### src/rtl/keypad_scanner.sv
// 4x4 matrix keypad scanner: walks one low row at a time, synchronizes the
// columns, debounces a single pressed key and strobes its code once.
// Optional build macro KEYPAD_AUTOREPEAT_EN adds a periodic repeat strobe
// while a key stays held.
//
// state      | meaning
// -----------+-----------------------------------------------------------
// SCAN       | rotating rows, sampling columns at the end of each row slot
// PRESS_DB   | row frozen, counting identical samples of the candidate key
// HELD       | key accepted, waiting for it to stop matching
// RELEASE_DB | counting consecutive non-matching samples before release

`default_nettype none

module keypad_scanner #(
   parameter int SCAN_DIV     = 10,
   parameter int DEBOUNCE_CNT = 20,
   parameter int REPEAT_CNT   = 5000
) (
   input  logic       clk,
   input  logic       reset,
   input  logic [3:0] kb_col,
   output logic [3:0] kb_row,
   output logic [3:0] key_code,
   output logic       key_valid,
   output logic       key_held
);

   localparam int SCAN_W = (SCAN_DIV > 1) ? $clog2(SCAN_DIV) : 1;
   localparam int DB_W   = $clog2(DEBOUNCE_CNT + 1);
   localparam logic [SCAN_W-1:0] SCAN_LAST = SCAN_W'(SCAN_DIV - 1);
   localparam logic [DB_W-1:0]   DB_LAST   = DB_W'(DEBOUNCE_CNT - 1);

   typedef enum logic [1:0] {
      SCAN       = 2'd0,
      PRESS_DB   = 2'd1,
      HELD       = 2'd2,
      RELEASE_DB = 2'd3
   } state_t;

   state_t            state_q, state_d;
   logic [3:0]        col_meta_q, col_sync_q;
   logic [1:0]        row_q, row_d;
   logic [SCAN_W-1:0] scan_cnt_q, scan_cnt_d;
   logic [DB_W-1:0]   db_cnt_q, db_cnt_d;
   logic [3:0]        cand_col_q, cand_col_d;
   logic [3:0]        cand_code_q, cand_code_d;
   logic [3:0]        key_code_q, key_code_d;
   logic              key_valid_q, key_valid_d;
   logic              key_held_q, key_held_d;

`ifdef KEYPAD_AUTOREPEAT_EN
   localparam int REP_W = (REPEAT_CNT > 1) ? $clog2(REPEAT_CNT) : 1;
   localparam logic [REP_W-1:0] REP_LAST = REP_W'(REPEAT_CNT - 1);
   logic [REP_W-1:0]  rep_cnt_q, rep_cnt_d;
`endif

   logic [3:0] col_low;
   logic       single_low;
   logic       match;
   logic [1:0] col_idx;

   // Row/column position to key legend.
   function automatic logic [3:0] map_code(input logic [1:0] r, input logic [1:0] c);
      logic [3:0] code;
      unique case ({r, c})
         4'b00_00: code = 4'h1;
         4'b00_01: code = 4'h2;
         4'b00_10: code = 4'h3;
         4'b00_11: code = 4'hA;
         4'b01_00: code = 4'h4;
         4'b01_01: code = 4'h5;
         4'b01_10: code = 4'h6;
         4'b01_11: code = 4'hB;
         4'b10_00: code = 4'h7;
         4'b10_01: code = 4'h8;
         4'b10_10: code = 4'h9;
         4'b10_11: code = 4'hC;
         4'b11_00: code = 4'hE;
         4'b11_01: code = 4'h0;
         4'b11_10: code = 4'hF;
         default:  code = 4'hD;
      endcase
      return code;
   endfunction

   // Two-flop synchronizer for the asynchronous column inputs.
   always_ff @(posedge clk or posedge reset) begin
      if (reset) begin
         col_meta_q <= 4'hF;
         col_sync_q <= 4'hF;
      end else begin
         col_meta_q <= kb_col;
         col_sync_q <= col_meta_q;
      end
   end

   // Column sample decode: one-hot-low detection and column index.
   always_comb begin
      col_low    = ~col_sync_q;
      single_low = (col_low != 4'h0) && ((col_low & (col_low - 4'd1)) == 4'h0);
      match      = (col_sync_q == cand_col_q);
      col_idx    = 2'd0;
      unique case (col_low)
         4'b0010: col_idx = 2'd1;
         4'b0100: col_idx = 2'd2;
         4'b1000: col_idx = 2'd3;
         default: col_idx = 2'd0;
      endcase
   end

   // FSM state and datapath registers.
   always_ff @(posedge clk or posedge reset) begin
      if (reset) begin
         state_q     <= SCAN;
         row_q       <= 2'd0;
         scan_cnt_q  <= '0;
         db_cnt_q    <= '0;
         cand_col_q  <= 4'hF;
         cand_code_q <= 4'h0;
         key_code_q  <= 4'h0;
         key_valid_q <= 1'b0;
         key_held_q  <= 1'b0;
      end else begin
         state_q     <= state_d;
         row_q       <= row_d;
         scan_cnt_q  <= scan_cnt_d;
         db_cnt_q    <= db_cnt_d;
         cand_col_q  <= cand_col_d;
         cand_code_q <= cand_code_d;
         key_code_q  <= key_code_d;
         key_valid_q <= key_valid_d;
         key_held_q  <= key_held_d;
      end
   end

`ifdef KEYPAD_AUTOREPEAT_EN
   // Repeat interval counter, restarted at each initial acceptance.
   always_ff @(posedge clk or posedge reset) begin
      if (reset) rep_cnt_q <= '0;
      else       rep_cnt_q <= rep_cnt_d;
   end
`endif

   // Next-state logic for scanning, debouncing and strobing.
   always_comb begin
      state_d     = state_q;
      row_d       = row_q;
      scan_cnt_d  = scan_cnt_q;
      db_cnt_d    = db_cnt_q;
      cand_col_d  = cand_col_q;
      cand_code_d = cand_code_q;
      key_code_d  = key_code_q;
      key_valid_d = 1'b0;
      key_held_d  = key_held_q;
`ifdef KEYPAD_AUTOREPEAT_EN
      rep_cnt_d   = rep_cnt_q;
`endif
      unique case (state_q)
         SCAN: begin
            if (scan_cnt_q == SCAN_LAST) begin
               scan_cnt_d = '0;
               if (single_low) begin
                  // Row stays frozen; debounce on the same row.
                  state_d     = PRESS_DB;
                  cand_col_d  = col_sync_q;
                  cand_code_d = map_code(row_q, col_idx);
                  db_cnt_d    = '0;
               end else begin
                  row_d = row_q + 2'd1;
               end
            end else begin
               scan_cnt_d = scan_cnt_q + SCAN_W'(1);
            end
         end
         PRESS_DB: begin
            if (match) begin
               if (db_cnt_q == DB_LAST) begin
                  state_d     = HELD;
                  db_cnt_d    = '0;
                  key_code_d  = cand_code_q;
                  key_valid_d = 1'b1;
                  key_held_d  = 1'b1;
`ifdef KEYPAD_AUTOREPEAT_EN
                  rep_cnt_d   = '0;
`endif
               end else begin
                  db_cnt_d = db_cnt_q + DB_W'(1);
               end
            end else begin
               state_d  = SCAN;
               db_cnt_d = '0;
            end
         end
         HELD: begin
            if (!match) begin
               // The first non-matching sample already counts toward release.
               if (DEBOUNCE_CNT == 1) begin
                  state_d    = SCAN;
                  key_held_d = 1'b0;
                  row_d      = 2'd0;
                  scan_cnt_d = '0;
                  db_cnt_d   = '0;
               end else begin
                  state_d  = RELEASE_DB;
                  db_cnt_d = DB_W'(1);
               end
            end else begin
`ifdef KEYPAD_AUTOREPEAT_EN
               if (rep_cnt_q == REP_LAST) begin
                  rep_cnt_d   = '0;
                  key_valid_d = 1'b1;
               end else begin
                  rep_cnt_d = rep_cnt_q + REP_W'(1);
               end
`endif
            end
         end
         RELEASE_DB: begin
            if (match) begin
               state_d  = HELD;
               db_cnt_d = '0;
            end else if (db_cnt_q == DB_LAST) begin
               state_d    = SCAN;
               key_held_d = 1'b0;
               row_d      = 2'd0;
               scan_cnt_d = '0;
               db_cnt_d   = '0;
            end else begin
               db_cnt_d = db_cnt_q + DB_W'(1);
            end
         end
         default: state_d = SCAN;
      endcase
   end

   assign kb_row    = ~(4'b0001 << row_q);
   assign key_code  = key_code_q;
   assign key_valid = key_valid_q;
   assign key_held  = key_held_q;

endmodule

`default_nettype wire

### config.mk
export PLATFORM = sky130hd
export DESIGN_NAME = keypad_scanner
export DESIGN_NICKNAME = d
export VERILOG_FILES = /design/src/rtl/keypad_scanner.sv
export SDC_FILE = /design/constraint.sdc
export NUM_CORES = 1
export LEC_CHECK = 0
export CELL_PAD_IN_SITES_DETAIL_PLACEMENT = 2
export CELL_PAD_IN_SITES_GLOBAL_PLACEMENT = 2
export CORE_AREA = 2 2 78 80
export DETAILED_ROUTE_END_ITERATION = 8
export DIE_AREA = 0 0 80 82
export PLACE_DENSITY_LB_ADDON = 0.1
export SLEW_MARGIN = 30
export SYNTH_ARGS = -nofsm -noshare
export SYNTH_HDL_FRONTEND = slang
export SYNTH_SLANG_ARGS = --single-unit
export TNS_END_PERCENT = 10
### constraint.sdc
create_clock -name clk -period 2 [get_ports clk]
set_input_delay 0.2 -clock clk [delete_from_list [all_inputs] [get_ports clk]]
set_output_delay 0.2 -clock clk [all_outputs]
set_load 0.05 [all_outputs]
==> flow_summary_export.csv <==
group,metric,value,unit
routing,wl,4.542,mm
clock_network,cts.sink_count,35,
routing,viasPerCell,5.073,
worst_setup_path,worstSetupEndpointType,"register",
placed_design,place_congestion,0.7911,
timing,report.final.slew_viol_count,0,
finish,most_common_cell_after_layout_fill_and_taps_aside,"dfrtp_1",
placed_design,placement.io_buffers,15,
clock_network,cts_hold_buf,0,
placed_design,hpwlAfterDp,3.454,mm
clock_network,clock_tree.htree_level_count,2,
run_status,run_status,"complete, but fails checks",
finish,flow.area_growth_from_synthesis,27.14,%
floorplan,core_region_area,0.005746,mm2
timing,hold_slack,0.2077,ns
clock_network,cts.clk_slew.worst_paths,0.08,ns
timing,clock-skew-final,0.006893,ns
floorplan,num_io_pins,16,
logic_synthesis,synth-adder-area-share,0.08043,
logic_synthesis,ys_ff_latch,35,
clock_network,clock_latency_reported_for_the_late_side_of_the_worst_skew_pair,0.29,ns
worst_setup_path,setup_crit_path_kind,"reg -> reg",
grt,first_global_vias,1594,
worst_setup_path,critical-path-slowest-cell,"dfstp_2",
worst_setup_path,critical_path_arrival,2.20,ns
worst_setup_path,path_cells,"xor2_1 > and3_4 > inv_4 > ha_4 > mux4_2 > mux2_4",
finish,fillerInstances,619,
logic_synthesis,simple_gate_portion_of_the_synthesized_area,0.1743,
floorplan,die_area,0.006560,mm2
routing,antenna_left,0,
logic_synthesis,total_of_warnings_raised_by_yosys,0,
timing,maxSlewHeadroom,0.6246,
worst_setup_path,timing.critical_path.required,2.18,ns
timing,post-route-min-period,2.019,ns
worst_setup_path,timing.critical_path.fanout_max,7,
logic_synthesis,dominant_combinational_cell_family_by_area_after_synthesis,"simple AND/OR/NAND/NOR gates",
grt,overall_overflow_remaining_after_global_route,0,
worst_setup_path,crit-reg2reg-launch,"col_sync_q[3]$_DFF_PP1_",
logic_synthesis,yosys_most_used_dff,"dfrtp_1",
finish,final_cell_mix,"dfrtp_1 (23), nand2_1 (16), dfstp_2 (12), buf_4 (12), clkdlybuf4s50_1 (11)",
logic_synthesis,synth.avg_cell_area,10.92,um2
routing,drt_iter0_markers,46,
clock_network,cts_buffers,5,
hold_path,worstHoldPathType,"in -> async",
power_and_ir_drop,vdd_drop_max,0.0003989,V
timing,timing_hold_violations_final,0,
timing,fmaxAchievable,495.3,MHz
logic_synthesis,synth_async_sr_flop_share,1.000,
routing,detailroute.via_count,1385,
finish,share_of_post_route_cells_with_drive_strength_above_1,0.2727,
grt,grt_start_max_net_pins,16,
floorplan,die-width,80,um
flow_run,max_cap_violations,0,
logic_synthesis,seq_area_frac_synth,0.4772,
logic_synthesis,synth_nets,189,
run_status,failed_checks,"setup timing",
timing,max_slew.worst_pin.slew,0.5631,ns
logic_synthesis,synth-compound-area-share,0.1099,
grt,grt.total_usage,0.1621,
grt,grt_antenna_before_repair,0,
finish,antenna-diode-count,0,
routing,detailedRoute.firstPassIterationCount,6,
timing,layout_worst_path_cycle_share,1.010,
timing,setup_tns,-0.01900,ns
power_and_ir_drop,leakagePower,1.077,nW
logic_synthesis,synthCells,171,
routing,drt-wirelength-per-cell,16.64,um
routing,drt_drc_violations_left,0,
power_and_ir_drop,p_total,2.435,mW
logic_synthesis,synth_mux_area_frac,0.07239,
timing,fin_ws,-0.01900,ns
finish,numnets_final,215,
clock_network,cts-root-buf,"clkbuf_8",
floorplan,die_y_extent,82,um
logic_synthesis,synth.lib_cells_used.distinct,47,
worst_setup_path,timing.critical_path.buf_inv,1,
worst_setup_path,worstSetupStartpointType,"register",
floorplan,rows,28,
grt,grt_first_pass_wirelength,8.086,mm
clock_network,cts_tree,"built",
placed_design,placement.setup.worst_slack,-0.06588,ns
worst_setup_path,worst_setup_path_startpoint,"col_sync_q[3]$_DFF_PP1_",
worst_setup_path,critPathTopFamily,"multiplexers",
timing,final-setup-viol-count,1,
logic_synthesis,synth_edf_count,0,
clock_network,cts_buffer_depth,2,
worst_setup_path,critical_path.max_stage_delay,0.60,ns
logic_synthesis,netlist_area,0.001867,mm2
floorplan,initial_utilization,0.3249,
power_and_ir_drop,power_density,1026,mW/mm2
logic_synthesis,parity_gate_share_of_the_synthesized_area_counting_xor_and_xnor_cells,0.03753,
timing,grt_setup_unrepaired,"yes",
[flip-flops by register name, indices dropped and copies added, names as in the netlist, 2 cells and up, named ones only]
register	cells
cand_code_q	4
cand_col_q	4
col_meta_q	4
col_sync_q	4
db_cnt_q	5
key_code	4
row_q	2
scan_cnt_q	4
[routing by layer]
| layer | GRT usage | up-vias | wire length [um] |
|---|---|---|---|
| li1 | - | 646 | - |
| met1 | 0.1793 | 718 | 1899 |
| met2 | 0.3058 | 15 | 2495 |
| met3 | 0.03407 | 6 | 101 |
| met4 | 0.05763 | 0 | 45 |
| met5 | 0 | - | 0 |
[metrics by stage]
stage / area (um2) / cells / util
after floorplan: 1878 / 171 / -
after global placement: 2173 / 263 / 0.3783
after detailed placement: 2173 / 263 / 0.3783
after CTS: 2332 / 273 / 0.4059
after global routing: 2374 / 273 / 0.4131
final: 2374 / 273 / 0.4131
[layout make-up]
type                            instances  area, um2  area share
Multi-Input combinational cell        116      954.7      0.4022
Sequential cell                        35      890.9      0.3753
Timing Repair Buffer                   27      271.5      0.1144
Tap cell                               75      93.84     0.03954
Clock buffer                            5      68.82     0.02899
Inverter                               12      50.05     0.02109
Clock inverter                          3      43.79     0.01845
[path summary, 6_finish.rpt]
check                                             end  depth (start not counted)  slack [ns]
setup / recovery           cand_code_q[1]$_DFFE_PP0P_                          6       -0.02
hold / removal                db_cnt_q[0]$_DFFE_PP0P_                          2        0.21
setup reg to reg           cand_code_q[1]$_DFFE_PP0P_                          6       -0.02
hold reg to reg               col_sync_q[3]$_DFF_PP1_                          0        0.36
max in group asynchronous     col_sync_q[0]$_DFF_PP1_                          3        1.18
min in group clk              col_meta_q[1]$_DFF_PP1_                          1        0.31
[where the power goes]
part	internal, mW	leakage, nW	switching [mW]	total [mW]
registers	0.852	0.430	0.144	0.995
clock network	0.371	0.0581	0.276	0.647
logic	0.380	0.589	0.412	0.792
total	1.60	1.08	0.831	2.43
[cell usage after synthesis (3+ instances only)]
library cell,n,area [um2]
xnor2_1,6,52.55
nor2_1,5,18.77
o21ai_1,9,45.04
a21oi_1,3,15.01
nand3_1,8,40.04
dfrtp_1,23,575.6
nand2_1,16,60.06
mux2_1,8,90.09
a211oi_1,3,22.52
a31oi_1,3,18.77
inv_1,10,37.54
dfstp_2,12,315.3
ha_1,12,150.1
a22o_1,3,26.28
clkbuf_1,3,11.26
nand2b_1,4,25.02
buf_2,3,15.01
[repair_timing]
action	in CTS	in global routing
buffers inserted	2	0
gates resized for setup	6	9
pin swaps	2	5
cloned	0	0
endpoints found under the setup margin	1	16
[kinds of logic after synthesis]
logic type      count (synthesis)
compound gates                 30
buf+inv                        20
fa+ha+maj                      12
flops                          35
simple gates                   55
xor+xnor                        8
mux                            11
Power figures use the tool's default switching activity.
